--- config.mk ---
export PLATFORM = sky130hd
export DESIGN_NAME = mips_cpu_lsu
export DESIGN_NICKNAME = d
export VERILOG_FILES = /design/src/rtl/mips_cpu_lsu.sv
export SDC_FILE = /design/constraint.sdc
export NUM_CORES = 1
export LEC_CHECK = 0
export ABC_AREA = 1
export BUFFER_PORTS_ARGS = -buffer_cell sky130_fd_sc_hd__buf_2
export CAP_MARGIN = 5
export CORE_MARGIN = 10
export CORE_UTILIZATION = 41
export CTS_CLUSTER_SIZE = 14
export DETAILED_ROUTE_END_ITERATION = 10
export GPL_TIMING_DRIVEN = 0
export PLACE_DENSITY = 0.69
export SYNTH_ARGS = -nofsm -noshare
export SYNTH_HDL_FRONTEND = slang
export SYNTH_SLANG_ARGS = --single-unit
export TNS_END_PERCENT = 50
--- constraint.sdc ---
create_clock -name clk -period 2.5 [get_ports clk]
set_input_delay 0.25 -clock clk [delete_from_list [all_inputs] [get_ports clk]]
set_output_delay 0.25 -clock clk [all_outputs]
set_load 0.03 [all_outputs]
--- src/rtl/mips_cpu_lsu.sv ---
// Load/store unit between the multicycle core's MEM state and an Avalon-MM master.
// One request in flight; byte-lane steering, sign/zero extension, LWL/LWR merge.
// Misaligned or illegal requests answer with resp_err and never touch the bus.
// Optional: define LSU_TIMEOUT_EN to abort a bus cycle after TIMEOUT_CYCLES stalls.
module mips_cpu_lsu #(
  parameter int ADDR_W         = 32,
  parameter int TIMEOUT_CYCLES = 1023
) (
  input  logic              clk,
  input  logic              rst,
  input  logic              req_valid,
  output logic              req_ready,
  input  logic [3:0]        req_op,
  input  logic [ADDR_W-1:0] req_addr,
  input  logic [31:0]       req_wdata,
  input  logic [31:0]       req_rt_old,
  output logic              resp_valid,
  output logic [31:0]       resp_data,
  output logic              resp_err,
  output logic [ADDR_W-1:0] address,
  output logic              read,
  output logic              write,
  input  logic              waitrequest,
  output logic [31:0]       writedata,
  output logic [3:0]        byteenable,
  input  logic [31:0]       readdata
);
  typedef enum logic [1:0] {S_IDLE, S_BUS, S_RESP} state_t;
  localparam logic [3:0] OP_LB = 4'd0, OP_LBU = 4'd1, OP_LH = 4'd2, OP_LHU = 4'd3,
                         OP_LW = 4'd4, OP_LWL = 4'd5, OP_LWR = 4'd6,
                         OP_SB = 4'd8, OP_SH = 4'd9, OP_SW = 4'd10;

  state_t r_state, w_state_nxt;
  logic [3:0]        r_op;
  logic [1:0]        r_k;
  logic [31:0]       r_rt_old;
  logic              r_read, r_write, r_resp_valid, r_resp_err;
  logic [ADDR_W-1:0] r_address;
  logic [3:0]        r_be;
  logic [31:0]       r_wdata, r_resp_data;

  logic [1:0]  w_k;
  logic        w_is_load, w_is_store, w_err, w_tmo;
  logic [3:0]  w_be;
  logic [31:0] w_wd, w_load, w_rd_sh;
  logic [4:0]  w_lwl_sh;

  assign w_k       = req_addr[1:0];
  assign req_ready = (r_state == S_IDLE);
  assign read      = r_read;
  assign write     = r_write;
  assign address   = r_address;
  assign byteenable = r_be;
  assign writedata = r_wdata;
  assign resp_valid = r_resp_valid;
  assign resp_err  = r_resp_err;
  assign resp_data = r_resp_data;

`ifdef LSU_TIMEOUT_EN
  logic [31:0] r_tmo_cnt;
  // Count stalled BUS cycles; held at zero outside BUS so every bus cycle starts fresh.
  always_ff @(posedge clk) begin
    if (rst || r_state != S_BUS) r_tmo_cnt <= '0;
    else if (waitrequest)        r_tmo_cnt <= r_tmo_cnt + 32'd1;
  end
  assign w_tmo = (r_state == S_BUS) && waitrequest && (r_tmo_cnt + 32'd1 >= 32'(TIMEOUT_CYCLES));
`else
  logic w_unused_tmo;
  assign w_unused_tmo = (TIMEOUT_CYCLES != 0);
  assign w_tmo = 1'b0;
`endif

  // Decode the incoming request: legality, lane enables, replicated store data.
  always_comb begin
    w_is_load  = 1'b0;
    w_is_store = 1'b0;
    w_err      = 1'b0;
    w_be       = 4'b0000;
    w_wd       = 32'd0;
    case (req_op)
      OP_LB, OP_LBU: begin w_is_load = 1'b1; w_be = 4'b0001 << w_k; end
      OP_LH, OP_LHU: begin w_is_load = 1'b1; w_be = 4'b0011 << w_k; w_err = w_k[0]; end
      OP_LW:         begin w_is_load = 1'b1; w_be = 4'b1111; w_err = (w_k != 2'd0); end
      OP_LWL:        begin w_is_load = 1'b1; w_be = (4'b0010 << w_k) - 4'd1; end
      OP_LWR:        begin w_is_load = 1'b1; w_be = 4'b1111 << w_k; end
      OP_SB: begin w_is_store = 1'b1; w_be = 4'b0001 << w_k; w_wd = {4{req_wdata[7:0]}}; end
      OP_SH: begin w_is_store = 1'b1; w_be = 4'b0011 << w_k; w_wd = {2{req_wdata[15:0]}};
                   w_err = w_k[0]; end
      OP_SW: begin w_is_store = 1'b1; w_be = 4'b1111; w_wd = req_wdata; w_err = (w_k != 2'd0); end
      default: w_err = 1'b1;
    endcase
  end

  assign w_rd_sh  = readdata >> {r_k, 3'b000};
  assign w_lwl_sh = {~r_k, 3'b000};

  // Shape the returned word into the load result; stores return zero.
  always_comb begin
    w_load = 32'd0;
    case (r_op)
      OP_LB:  w_load = {{24{w_rd_sh[7]}}, w_rd_sh[7:0]};
      OP_LBU: w_load = {24'd0, w_rd_sh[7:0]};
      OP_LH:  w_load = {{16{w_rd_sh[15]}}, w_rd_sh[15:0]};
      OP_LHU: w_load = {16'd0, w_rd_sh[15:0]};
      OP_LW:  w_load = readdata;
      OP_LWL: w_load = (readdata << w_lwl_sh) | (r_rt_old & ~(32'hFFFF_FFFF << w_lwl_sh));
      OP_LWR: w_load = w_rd_sh | (r_rt_old & ~(32'hFFFF_FFFF >> {r_k, 3'b000}));
      default: w_load = 32'd0;
    endcase
  end

  // State register.
  always_ff @(posedge clk) begin
    if (rst) r_state <= S_IDLE;
    else     r_state <= w_state_nxt;
  end

  // Next state: errors skip the bus, a bus cycle ends on !waitrequest or timeout.
  always_comb begin
    w_state_nxt = r_state;
    case (r_state)
      S_IDLE: if (req_valid) w_state_nxt = w_err ? S_RESP : S_BUS;
      S_BUS:  if (!waitrequest || w_tmo) w_state_nxt = S_RESP;
      S_RESP: w_state_nxt = S_IDLE;
      default: w_state_nxt = S_IDLE;
    endcase
  end

  // Registered bus and response outputs; bus signals only change at accept or completion.
  always_ff @(posedge clk) begin
    if (rst) begin
      r_op <= '0; r_k <= '0; r_rt_old <= '0;
      r_read <= 1'b0; r_write <= 1'b0; r_address <= '0; r_be <= '0; r_wdata <= '0;
      r_resp_valid <= 1'b0; r_resp_err <= 1'b0; r_resp_data <= '0;
    end else begin
      r_resp_valid <= 1'b0;
      r_resp_err   <= 1'b0;
      case (r_state)
        S_IDLE: begin
          r_resp_data <= '0;
          if (req_valid) begin
            r_op     <= req_op;
            r_k      <= w_k;
            r_rt_old <= req_rt_old;
            if (w_err) begin
              r_resp_valid <= 1'b1;
              r_resp_err   <= 1'b1;
            end else begin
              r_read    <= w_is_load;
              r_write   <= w_is_store;
              r_address <= {req_addr[ADDR_W-1:2], 2'b00};
              r_be      <= w_be;
              r_wdata   <= w_wd;
            end
          end
        end
        S_BUS: begin
          if (!waitrequest) begin
            r_read <= 1'b0; r_write <= 1'b0;
            r_resp_valid <= 1'b1;
            r_resp_data  <= w_load;
          end else if (w_tmo) begin
            r_read <= 1'b0; r_write <= 1'b0;
            r_resp_valid <= 1'b1;
            r_resp_err   <= 1'b1;
            r_resp_data  <= '0;
          end
        end
        default: ;
      endcase
    end
  end
endmodule
* Yosys cells after proc, flatten, opt, wreduce, memory -nomap -nowiden *
Cells that the tools add are included.

word-level totals
  latch bits = 0
  memories kept = 0
  register bits after elaboration = 142
  output and inout port bits = 105
  bits in writable memories = 0
  ROM bits = 0
  logic and storage cells = 89

operators by class
  shifts and indexed selects = 8
  div/mod/pow operators = 0
  reduce and logical (&&, ||, !) cells = 17
  multiply operators = 0
  bitwise logic cells = 9
  add/sub/neg operators = 1
  mux-type cells = 23
  order comparisons = 0
  equal/unequal tests = 19

operators by type and width
  cell                                                  number
  case mux 32 bit (7 select lines)                      1
  case mux 32 bit (3 select lines)                      1
  bitwise AND 32 bit                                    2
  inverter 32 bit                                       2
  bitwise OR 32 bit                                     2
  case mux 32 bit (2 select lines)                      1
  2-to-1 mux 32 bit                                     1
  left shift 32 x 5 -> 32 bit                           1
  left shift 32 x 5 -> 32 bit (first input constant)    1
  right shift 32 x 5 -> 32 bit                          1
  right shift 32 x 5 -> 32 bit (first input constant)   1
  equality test 4 x 3 -> 1 bit (second input constant)  6
  case mux 4 bit (5 select lines)                       1
  equality test 4 x 2 -> 1 bit (second input constant)  4
  equality test 4 bit (second input constant)           3
  2-to-1 mux 1 bit                                      10
  OR reduction 3 bit                                    3
  equality test 4 x 1 -> 1 bit (second input constant)  2
  zero test 4 bit                                       2
  left shift 2 x 2 -> 4 bit (first input constant)      2
  OR reduction 7 bit                                    1
  2-to-1 mux 2 bit                                      3
  inequality test 2 bit (second input constant)         3
  case mux 1 bit (2 select lines)                       3
  15 further kinds                                      20

* Depth between registers and ports, before layout *
  depth after elaboration = 8
  depth in mapped cells = 13

* Least setup slack after synthesis *
No wires, ideal clock.

  path type = reg-to-reg
  from = register r_state[0]
  to = register r_address[10] (netlist: address[10])
  data required time = 2.368 ns
  slack = 0.591 ns
  period minus slack after synthesis = 1.909 ns
  setup time = 0.132 ns
  cell stages (with the launch flop) = 9
  buffers on the path = 2
  data arrival time = 1.777 ns
  path through = dfxtp_1 > nor2_1 > nand2_1 > clkinv_1 > nand3_2 > buf_4 > buf_4 > nand2_1 > a21oi_1

on the way
  word-level cells in the longest chain between the ends = 2

ends and longest elaborated chain
  item                           line  text
  from (decl)                    33    state_t r_state, w_state_nxt;
  from (signal assigned)         115   else r_state <= w_state_nxt;
  zero test 2 bit                -
  net req_ready                  12    output logic req_ready,
  AND reduction 3 bit (no line)  -
  to (signal assigned)           151   r_address <= {req_addr[ADDR_W-1:2], 2'b00};
  to (decl)                      38    logic [ADDR_W-1:0] r_address;

The timed path passes the listed nets, and every way through them passes these cells.
A chain may end at the register's enable or synchronous reset.

* Final worst setup path *
  from = register r_op[3]
  to = register r_resp_data[11] (netlist: resp_data[11])

on the way
  word-level cells in the longest chain between the ends = 4

ends and longest elaborated chain
  item                                                        line  text
  from (decl)                                                 34    logic [3:0] r_op;
  from (signal assigned)                                      142   r_op <= req_op;
  equality test 4 x 3 -> 1 bit, or another cell as far along  100   case (r_op)
  case mux 32 bit (7 select lines) (*)                        100
  2-to-1 mux 32 bit (*)                                       158   if (!waitrequest) begin
  case mux 32 bit (2 select lines) (*)                        138   case (r_state)
  to (signal assigned)                                        161   r_resp_data <= w_load;
  to (decl)                                                   40    logic [31:0] r_wdata, r_resp_data;

Every way passes the cells marked *; elsewhere a longest branch is shown, timed or not. The select of a mux whose other input is x is not followed.

==> summary.txt <==
Clocking
  – CTS Root Cell: clkbuf_16
  – CTS Buffer Depth: 2
  – Skew-Pair Late Insertion Delay: 430 ps
  – H-tree levels: 4
  – Post-CTS Resized: 0
  – CTS tree: done
  – Num CTS Buffers: 17
  – Clock Sinks: 142
  – CTS Hold Bufs: 0
  – Clk slew on worst S/H paths: 70 ps
  – Setup bufs post-CTS: 0

STA
  – Actual slew at the worst max-slew pin: 834 ps
  – Max Clock Skew: 17.6 ps
  – Final Hold Fails: 0
  – Final period util: 93.3%
  – Slew Viols, Final: 0
  – Fmax: 429 MHz
  – Setup tns final: 0 ps
  – Hold WS: 54.2 ps
  – Max-slew headroom at the worst pin: 44.2%
  – Count of final setup violators: 0
  – Post-layout min period: 2330 ps
  – RSZ-0062 raised after global routing: no

Floorplan
  – DIE WIDTH: 152 µm
  – Die Ht: 152 µm
  – Starting density of the core: 41.7%
  – IO Pins: 241
  – Core Footprint: 17200 µm²
  – Rows: 48
  – Die Area: 23200 µm²

Setup path
  – CP max-delay cell: nor2_1
  – Most common cell type on the critical path: nand2_1
  – Worst R2R Setup Slack: 170 ps
  – Beginning of the critical path: r_op[3]
  – Crit. path cell count: 9
  – Max incr delay on CP: 660 ps
  – Startpoint types: register
  – CP delay by family, top: simple AND/OR/NAND/NOR gates
  – Crit path buffers/inverters: 1
  – Crit path capture: resp_data[11]
  – FF-to-FF End: resp_data[11]
  – Crit-path cells: inv_1, nand2_1, nor2_1, nand2_1, a21boi_0, nor2_1, nand2_1, nand2_1, a21oi_1
  – Worst Path Required: 2870 ps
  – RR Startpoint: r_op[3]
  – Crit end category: register
  – Crit-path max FO: 8
  – Crit Path Class: register to register
  – WP data arrival: 2700 ps
  – R2R depth: 9

Cells and area
  – Nets: 1533
  – # fillers: 1758
  – Layout cells sized above 1: 22.0%
  – Syn-to-layout area delta: 28.7%
  – N_diodes: 0
  – Final core occ: 53.7%
  – Design Area, Final: 9260 µm²

Drt
  – DRT Pass-1 Iters: 6
  – DR iter-0 viols: 823
  – Total number of vias: 8535
  – Routed wire per std cell: 17.8 µm
  – DRC violation count after routing: 0
  – DRT Wirelength: 29100 µm
  – Via density: 5.22
  – Number of nets with antenna violations after routing: 0

Run
  – Max-cap check violation count: 0

Yosys
  – Cells after synthesis: 1139
  – Share of the synthesized area in the top cell type: 39.5%
  – Sequential share of the synthesized area: 39.5%
  – Post-Syn Area: 7190 µm²
  – Syn Area/Cell: 6.32 µm²
  – Post-synth cell types: 30
  – Synth area leaders: dfxtp_1 40%, nand2_1 20%, a21oi_1 8.6%
  – Flops & latches, synth: 142
  – Yosys warnings: 0
  – Dominant cell type by area after synthesis: dfxtp_1

Global routing
  – Initial antenna violation count: 1
  – Number of global-route vias before repair: 8105
  – Largest net degree at the start of global routing: 17
  – Total gr overflow: 0
  – Total GRT Usage: 23.7%
  – Global-route wire length before repair: 44800 µm

Placement
  – Dpl cell area: 8670 µm²
  – Port-buffer cells: 238
  – Final Wtd Congestion: 1.02
  – Hpwl dp: 22800 µm

Power
  – Final total power: 6.52 mW
  – Cell Pwr Density: 704 nW/µm²
  – Pleak: 4.43 nW
  – Max VDD drop: 0.542 mV

Min path
  – Min-Delay Path Class: input port to register

Status
  – Status: finished, final reports clean
[how the worst min path moves through the flow]
stage	startpoint	to	slack [ps]	cells after the start
floorplan	req_addr[10]	address[10]	390	2
global placement	address[21]	address[21]	450	2
detailed placement	writedata[10]	writedata[10]	450	2
CTS	req_addr[5]	address[5]	60	3
global route	req_addr[19]	address[19]	60	3
finish	req_addr[5]	address[5]	50	3
[metal layers]
layer | track usage [%] | wire length, µm
met2 | 38.1 | 13200
met5 | 0 | 11
met1 | 30.0 | 12300
met3 | 6.24 | 2680
met4 | 8.36 | 839
[through the flow]
stage	cells	setup slack [ps]
3_3_place_gp	1603	292
4_1_cts	1634	226
6_report	1634	168
5_1_grt	1634	35.6
2_1_floorplan	1140	591
3_5_place_dp	1603	226
[final cells by class]
class / instances / area [µm²] / share of cell area (%)
Sequential cell: 142 / 2840 / 30.7
Buffer: 64 / 315 / 3.40
Tap cell: 225 / 282 / 3.04
Clock buffer: 20 / 457 / 4.93
Clock inverter: 11 / 133 / 1.43
Multi-Input combinational cell: 853 / 3730 / 40.3
Timing Repair Buffer: 238 / 1190 / 12.9
Inverter: 81 / 307 / 3.31
[flip-flops by register name, summed over array words and instances, names as in the netlist, 2 cells and up]
register and flops:
r_state 2, r_rt_old 32, r_k 2, r_op 4, byteenable 4, address 30
writedata 32, resp_data 32
[synthesized netlist by cell type, drive strengths merged]
cell type,count
a311oi,1
dfxtp,142
buf,27
a211oi,2
nand3,56
inv,79
nor2,121
nand3b,2
clkinv,2
o21ai,117
nand2,396
clkbuf,37
and2,2
o211ai,5
o22ai,19
a21oi,124
conb,1
a21boi,6
[report_power, final]
group / total (mW) / switching [mW] / leakage (nW) / internal [mW]
combinational: 1.47 / 1.03 / 2.98 / 0.439
sequential: 2.48 / 0.0746 / 1.16 / 2.41
clock: 2.57 / 1.04 / 0.283 / 1.53
total: 6.52 / 2.14 / 4.43 / 4.38
[cells by family (layout without fill, tap and decap cells)]
group           count (synthesis)  in the layout  share of synthesized area (%)
other cells                     1              2                         0.0521
buf+inv                       145            414                           8.64
compound gates                274            274                           19.9
flops                         142            142                           39.5
simple gates                  577            577                           31.8
[worst reg2reg max path, cell delays in order, from the launching register on]
cell and delay (ps):
dfxtp_1 340, inv_1 90, nand2_1 80, nor2_1 660, nand2_1 310, a21boi_0 410
nor2_1 90, nand2_1 100, nand2_1 60, a21oi_1 130
[cells in the final DEF, fill, tap and decap left out, types with 2 or more instances in the layout]
master,Yosys,layout
a211oi_1,2,2
a21boi_0,6,6
a21oi_1,123,123
and2_1,2,2
buf_2,15,253
buf_4,7,7
buf_6,4,4
bufinv_16,0,2
clkbuf_1,37,38
clkbuf_16,0,17
clkbuf_8,0,2
clkinv_1,2,2
clkinv_4,0,3
clkinvlp_4,0,2
conb_1,1,2
dfxtp_1,142,142
inv_1,74,74
inv_2,4,4
inv_6,0,3
nand2_1,391,391
nand2_2,4,4
nand3_1,55,55
nand3b_1,2,2
nor2_1,117,117
nor2_2,2,2
nor2_4,2,2
o211ai_1,5,5
o21ai_0,116,116
o22ai_1,19,19
Power figures use the tool's default switching activity.
